===== src/rtl/fp32_mul_seq.sv =====
// ---------------------------------------------------------------------------
// fp32_mul_seq
// Multi-cycle IEEE-754 single-precision multiplier with valid/ready handshakes
// on both sides. One operand pair is accepted, special operands are screened,
// the 24x24 mantissa product is built by iterative shift-add, and the result
// is normalised, rounded and packed. Exceptions are reported on status.
//
// Denormal inputs are flushed to zero and results that would be denormal are
// flushed to zero (no gradual underflow).
//
// Parameters
//   STEPS     multiplier bits consumed per MUL cycle (1,2,3,4,6,8,12,24);
//             the MUL phase lasts 24/STEPS cycles
//   RND_MODE  0 = truncate, 1 = round-to-nearest-even
//
// Ports
//   clk        clock, rising edge
//   rst        asynchronous active-high reset
//   in_valid   operand pair valid
//   in_ready   sequencer idle, operands accepted on in_valid && in_ready
//   a, b       fp32 operands, sampled only at the accept edge
//   out_valid  result valid, held until out_valid && out_ready
//   out_ready  consumer accepts the result
//   result     fp32 product
//   status     [0] invalid, [1] overflow, [2] underflow
//
// State  | meaning
// -------+----------------------------------------------------------------
// IDLE   | waiting for an operand pair, in_ready high
// CHECK  | screen NaN/inf/zero, load mantissas and biased exponent sum
// MUL    | shift-add STEPS multiplier bits per cycle into the accumulator
// NORM   | normalise, round, detect overflow/underflow, pack result
// DONE   | result presented, waiting for out_ready
// ---------------------------------------------------------------------------
`timescale 1ns/1ps

module fp32_mul_seq #(
  parameter int STEPS    = 1,
  parameter int RND_MODE = 1
) (
  input  logic        clk,
  input  logic        rst,
  input  logic        in_valid,
  output logic        in_ready,
  input  logic [31:0] a,
  input  logic [31:0] b,
  output logic        out_valid,
  input  logic        out_ready,
  output logic [31:0] result,
  output logic [2:0]  status
);

  localparam logic [2:0] S_IDLE  = 3'd0;
  localparam logic [2:0] S_CHECK = 3'd1;
  localparam logic [2:0] S_MUL   = 3'd2;
  localparam logic [2:0] S_NORM  = 3'd3;
  localparam logic [2:0] S_DONE  = 3'd4;

  localparam logic [31:0] QNAN = 32'h7FC0_0000;

  logic [2:0]         state;
  logic [31:0]        op_a;
  logic [31:0]        op_b;
  logic [47:0]        mcand;
  logic [23:0]        mplr;
  logic [47:0]        acc;
  logic [4:0]         count;
  logic signed [9:0]  exp_sum;

  // -------------------------------------------------------------------------
  // Operand classification (from the latched operands)
  // -------------------------------------------------------------------------
  logic [7:0]  ea;
  logic [7:0]  eb;
  logic [22:0] ma;
  logic [22:0] mb;
  logic        sign;
  logic        a_nan;
  logic        b_nan;
  logic        a_inf;
  logic        b_inf;
  logic        a_zero;
  logic        b_zero;

  always_comb begin
    ea     = op_a[30:23];
    eb     = op_b[30:23];
    ma     = op_a[22:0];
    mb     = op_b[22:0];
    sign   = op_a[31] ^ op_b[31];
    a_nan  = (ea == 8'hFF) && (ma != 23'd0);
    b_nan  = (eb == 8'hFF) && (mb != 23'd0);
    a_inf  = (ea == 8'hFF) && (ma == 23'd0);
    b_inf  = (eb == 8'hFF) && (mb == 23'd0);
    // exponent 0 covers both true zero and denormals, which are flushed
    a_zero = (ea == 8'd0);
    b_zero = (eb == 8'd0);
  end

  // -------------------------------------------------------------------------
  // Shift-add step: consume the low STEPS bits of the multiplier. The
  // multiplicand register is pre-shifted so bit i here weighs 2^(count+i).
  // -------------------------------------------------------------------------
  logic [47:0] step_sum;

  always_comb begin
    step_sum = acc;
    for (int i = 0; i < STEPS; i++) begin
      if (mplr[i]) begin
        step_sum = step_sum + (mcand << i);
      end
    end
  end

  logic [4:0] count_next;
  assign count_next = count + 5'(STEPS);

  // -------------------------------------------------------------------------
  // Normalise and round. The product of two [1,2) mantissas lies in [1,4),
  // so at most one right shift is needed before rounding.
  // -------------------------------------------------------------------------
  logic              prod_hi;
  logic [22:0]       mant_pre;
  logic              guard;
  logic              sticky;
  logic              rnd_inc;
  logic [23:0]       mant_rnd;
  logic signed [9:0] exp_adj;
  logic signed [9:0] exp_fin;
  logic              ovf;
  logic              unf;

  always_comb begin
    prod_hi  = acc[47];
    mant_pre = prod_hi ? acc[46:24] : acc[45:23];
    guard    = prod_hi ? acc[23]    : acc[22];
    sticky   = prod_hi ? (|acc[22:0]) : (|acc[21:0]);
    exp_adj  = exp_sum + (prod_hi ? 10'sd1 : 10'sd0);
    rnd_inc  = (RND_MODE != 0) && guard && (sticky || mant_pre[0]);
    mant_rnd = {1'b0, mant_pre} + {23'd0, rnd_inc};
    // carry out of the rounded mantissa leaves mant_rnd[22:0] == 0
    exp_fin  = exp_adj + (mant_rnd[23] ? 10'sd1 : 10'sd0);
    ovf      = (exp_fin >= 10'sd255);
    unf      = (exp_fin <= 10'sd0);
  end

  // -------------------------------------------------------------------------
  // Handshake outputs decode directly from the state register
  // -------------------------------------------------------------------------
  assign in_ready  = (state == S_IDLE);
  assign out_valid = (state == S_DONE);

  // -------------------------------------------------------------------------
  // Sequencer
  // -------------------------------------------------------------------------
  always_ff @(posedge clk or posedge rst) begin
    if (rst) begin
      state   <= S_IDLE;
      op_a    <= 32'd0;
      op_b    <= 32'd0;
      mcand   <= 48'd0;
      mplr    <= 24'd0;
      acc     <= 48'd0;
      count   <= 5'd0;
      exp_sum <= 10'sd0;
      result  <= 32'd0;
      status  <= 3'b000;
    end else begin
      case (state)
        S_IDLE: begin
          if (in_valid) begin
            op_a  <= a;
            op_b  <= b;
            state <= S_CHECK;
          end
        end

        S_CHECK: begin
          if (a_nan || b_nan || (a_inf && b_zero) || (a_zero && b_inf)) begin
            result <= QNAN;
            status <= 3'b001;
            state  <= S_DONE;
          end else if (a_inf || b_inf) begin
            result <= {sign, 8'hFF, 23'd0};
            status <= 3'b000;
            state  <= S_DONE;
          end else if (a_zero || b_zero) begin
            result <= {sign, 31'd0};
            status <= 3'b000;
            state  <= S_DONE;
          end else begin
            mcand   <= {24'd0, 1'b1, ma};
            mplr    <= {1'b1, mb};
            acc     <= 48'd0;
            count   <= 5'd0;
            exp_sum <= $signed({2'b00, ea}) + $signed({2'b00, eb}) - 10'sd127;
            state   <= S_MUL;
          end
        end

        S_MUL: begin
          acc   <= step_sum;
          mcand <= mcand << STEPS;
          mplr  <= mplr >> STEPS;
          count <= count_next;
          if (count_next == 5'd24) begin
            state <= S_NORM;
          end
        end

        S_NORM: begin
          if (ovf) begin
            result <= {sign, 8'hFF, 23'd0};
            status <= 3'b010;
          end else if (unf) begin
            result <= {sign, 31'd0};
            status <= 3'b100;
          end else begin
            result <= {sign, exp_fin[7:0], mant_rnd[22:0]};
            status <= 3'b000;
          end
          state <= S_DONE;
        end

        S_DONE: begin
          if (out_ready) begin
            state <= S_IDLE;
          end
        end

        default: begin
          state <= S_IDLE;
        end
      endcase
    end
  end

endmodule

===== config.mk =====
export PLATFORM = sky130hd
export DESIGN_NAME = fp32_mul_seq
export DESIGN_NICKNAME = d
export VERILOG_FILES = /design/src/rtl/fp32_mul_seq.sv
export SDC_FILE = /design/constraint.sdc
export NUM_CORES = 1
export LEC_CHECK = 0
export ABC_CLOCK_PERIOD_IN_PS = 20900
export CORE_MARGIN = 5
export CORE_UTILIZATION = 35
export CTS_CLUSTER_DIAMETER = 200
export DETAILED_ROUTE_END_ITERATION = 8
export MAX_ROUTING_LAYER = met4
export SYNTH_ARGS = -nofsm -noshare
export SYNTH_HDL_FRONTEND = slang
export SYNTH_SLANG_ARGS = --single-unit

===== constraint.sdc =====
create_clock -name clk -period 20.9 [get_ports clk]
set_input_delay 2.09 -clock clk [delete_from_list [all_inputs] [get_ports clk]]
set_output_delay 2.09 -clock clk [all_outputs]
set_load 0.1 [all_outputs]

==> results_dict.tcl <==
set metrics [dict create \
    status "finished clean" \
    synth_flop_cell "dfrtp_1" \
    clock-sinks 237 \
    grt_antenna_before_repair 0 \
    initial_utilization 0.352 \
    skew_ps 11.5 \
    ant_nets 0 \
    antenna_cells 0 \
    hold_buffers 0 \
    grt_pass1_vias 10900 \
    die_h_um 207 \
    syn_avg_cell_area_um2 9.07 \
    synth_area_mm2 0.0136 \
    synth_top_cell_by_area "dfrtp_1" \
    cp.arrival_ps 5990 \
    cts_buffers 27 \
    end_kind "register" \
    cts_buffer_depth 3 \
    grt_max_degree 122 \
    ctsHtreeMaxLevel 1 \
    syn_nets 1635 \
    final_cell_area_mm2 0.0160 \
    cts_tree "built" \
    slew_violations 0 \
    route.vias.total 11000 \
    grtUsageTotal 0.160 \
    ctsResizeCount 0 \
    row_count 72 \
    hp-class "reg -> reg" \
    clock_latency_ps 550 \
    drt-pass1-iter-count 8 \
    timing.hold.ws_ps 484 \
    yosysSeqAreaShare 0.436 \
    grt_pass1_wl_mm 57.2 \
    grt_setup_unrepaired "no" \
    post_dp_cell_area_mm2 0.0150 \
    p_per_area_mw_per_mm2 158 \
    start_kind "register" \
    die_width_um 207 \
    p_leak_nw 6.92 \
    utilization 0.415 \
    hold_viol_final 0 \
    synth-seq-cells 237 \
    drcViolationCount 0 \
    drtIter0Drc 704 \
    io_pins 105 \
    area_growth_pct 17.6 \
    max-slew-margin-rel 0.313 \
    final_cell_mix "nand2_1, dfrtp_1, o21ai_0" \
    peakVddDrop_mv 0.0973 \
    avgViaCountPerCell 5.28 \
    cap_violations 0 \
    ys_warn_count 0 \
    finalWirelength_mm 34.5 \
    fmax_mhz 181 \
    syn_inst 1498 \
    layout-drive-gt1-share 0.0865 \
    fin_tns_setup_ps 0 \
    port-buffer-count 104 \
    setup_violations 0 \
    wl_per_cell_um 16.5 \
    path_class "reg -> reg" \
    die_area_mm2 0.0429 \
    tightest_slew_ps 1030 \
    hpwl_mm 24.3 \
    fin_crit_ps 5530 \
    gp_congestion 0.900 \
    synth.distinct_cells 69 \
    synth_area_leaders "dfrtp_1, nand2_1, ha_1" \
    synth_edf_count 0 \
    yosysTopAreaCellShare 0.436 \
    core_mm2 0.0386 \
    fin_crit_sh 0.264 \
    layout.cells.most_common "nand2_1" \
    fin_nets 1692 \
    crit_fanout 45 \
    clk_pin_slew_ps 60 \
    post_cts.repair.setup_buffers 0 \
    gr-total-overflow 0 \
    synthArstFlopShare 1.00 \
    required_ps 21370 \
    cts_root_buf "clkbuf_16" \
]
per-layer routing:
metal,wire (um),GRT usage,part of all wire
met5,0,-,0
met4,728,0.0335,0.021
met3,1090,0.0186,0.032
met2,15300,0.246,0.44
met1,17400,0.231,0.50
worst max-delay path, cell delays in order, from the launching register on:
cell and delay (ps):
dfrtp_1 330, buf_4 470, nand2_1 170, a2111o_1 520
or2_1 290, nor2_2 160, nand2_1 140, or3_1 400
nor3_2 270, nand3_1 140, fa_1 390, inv_1 120
ha_1 220, nand3_1 110, xnor2_1 270, nor3_1 100
a41oi_1 270, nand3_1 320, or4_1 610, a21oi_1 150
layout make-up:
cell class / instances / area [um^2]
clock buffers: 34 / 752
clock inverters: 12 / 183
fillers: 3904 / 22600
inverters: 35 / 139
multi-input cells: 1139 / 7210
flip-flops and latches: 237 / 5930
well taps: 518 / 648
repair buffers: 115 / 1120
through the flow:
stage | instances | worst slack, ps | power [W]
finish | 2090 | 15370 | 0.00252
floorplan | 1498 | 12310 | 0.00172
global route | 2090 | 15020 | 0.00272
CTS | 2090 | 15390 | 0.00255
global placement | 2044 | 15530 | 0.00201
detailed placement | 2044 | 15420 | 0.00203
cell families (layout without fill, tap and decap cells):
group | count (synthesis) | count (layout) | synth area share
AND/OR/NAND/NOR | 538 | 538 | 0.178
AO/OA/AOI/OAI | 382 | 382 | 0.176
flip-flops | 237 | 237 | 0.436
buffers and inverters | 122 | 196 | 0.0345
multiplexers | 79 | 79 | 0.0645
XOR/XNOR | 71 | 71 | 0.0458
adder cells (fa/ha/maj) | 69 | 69 | 0.0652
power by group:
group | leakage, nW | internal (W) | switching, W
clock | 0.453 | 0.000303 | 0.000194
sequential | 2.97 | 0.000644 | 0.000181
combinational | 3.50 | 0.000457 | 0.000746
total | 6.92 | 0.00140 | 0.00112
flip-flops by register name, indices dropped and copies added, names as in the netlist:
signal	count
op_b	32
result	32
mcand	48
state	3
acc	48
count	5
op_a	32
mplr	24
exp_sum	10
status	3
synth_stat cells, drive strengths merged (35+ instances only):
| cell | count |
|---|---|
| nand2 | 267 |
| dfrtp | 237 |
| o21ai | 117 |
| nor2 | 107 |
| clkbuf | 79 |
| a21oi | 74 |
| ha | 66 |
| mux2 | 65 |
| a31oi | 56 |
| nand3 | 47 |
| xnor2 | 37 |
| a21o | 35 |
| inv | 35 |
final timing paths:
| kind | from | endpoint | slack [ps] | cells past startpoint |
|---|---|---|---|---|
| setup / recovery | acc[47] | result[22] | 15370 | 19 |
| hold / removal | mplr[23] | mplr[23] | 480 | 2 |
| setup reg to reg | acc[47] | result[22] | 15370 | 19 |
| hold reg to reg | mplr[23] | mplr[23] | 480 | 2 |
| max in group asynchronous | rst | op_b[3] | 17410 | 3 |
| min in group asynchronous | rst | state[2] | 2130 | 2 |
No activity file was read; power rests on OpenSTA's default activity.
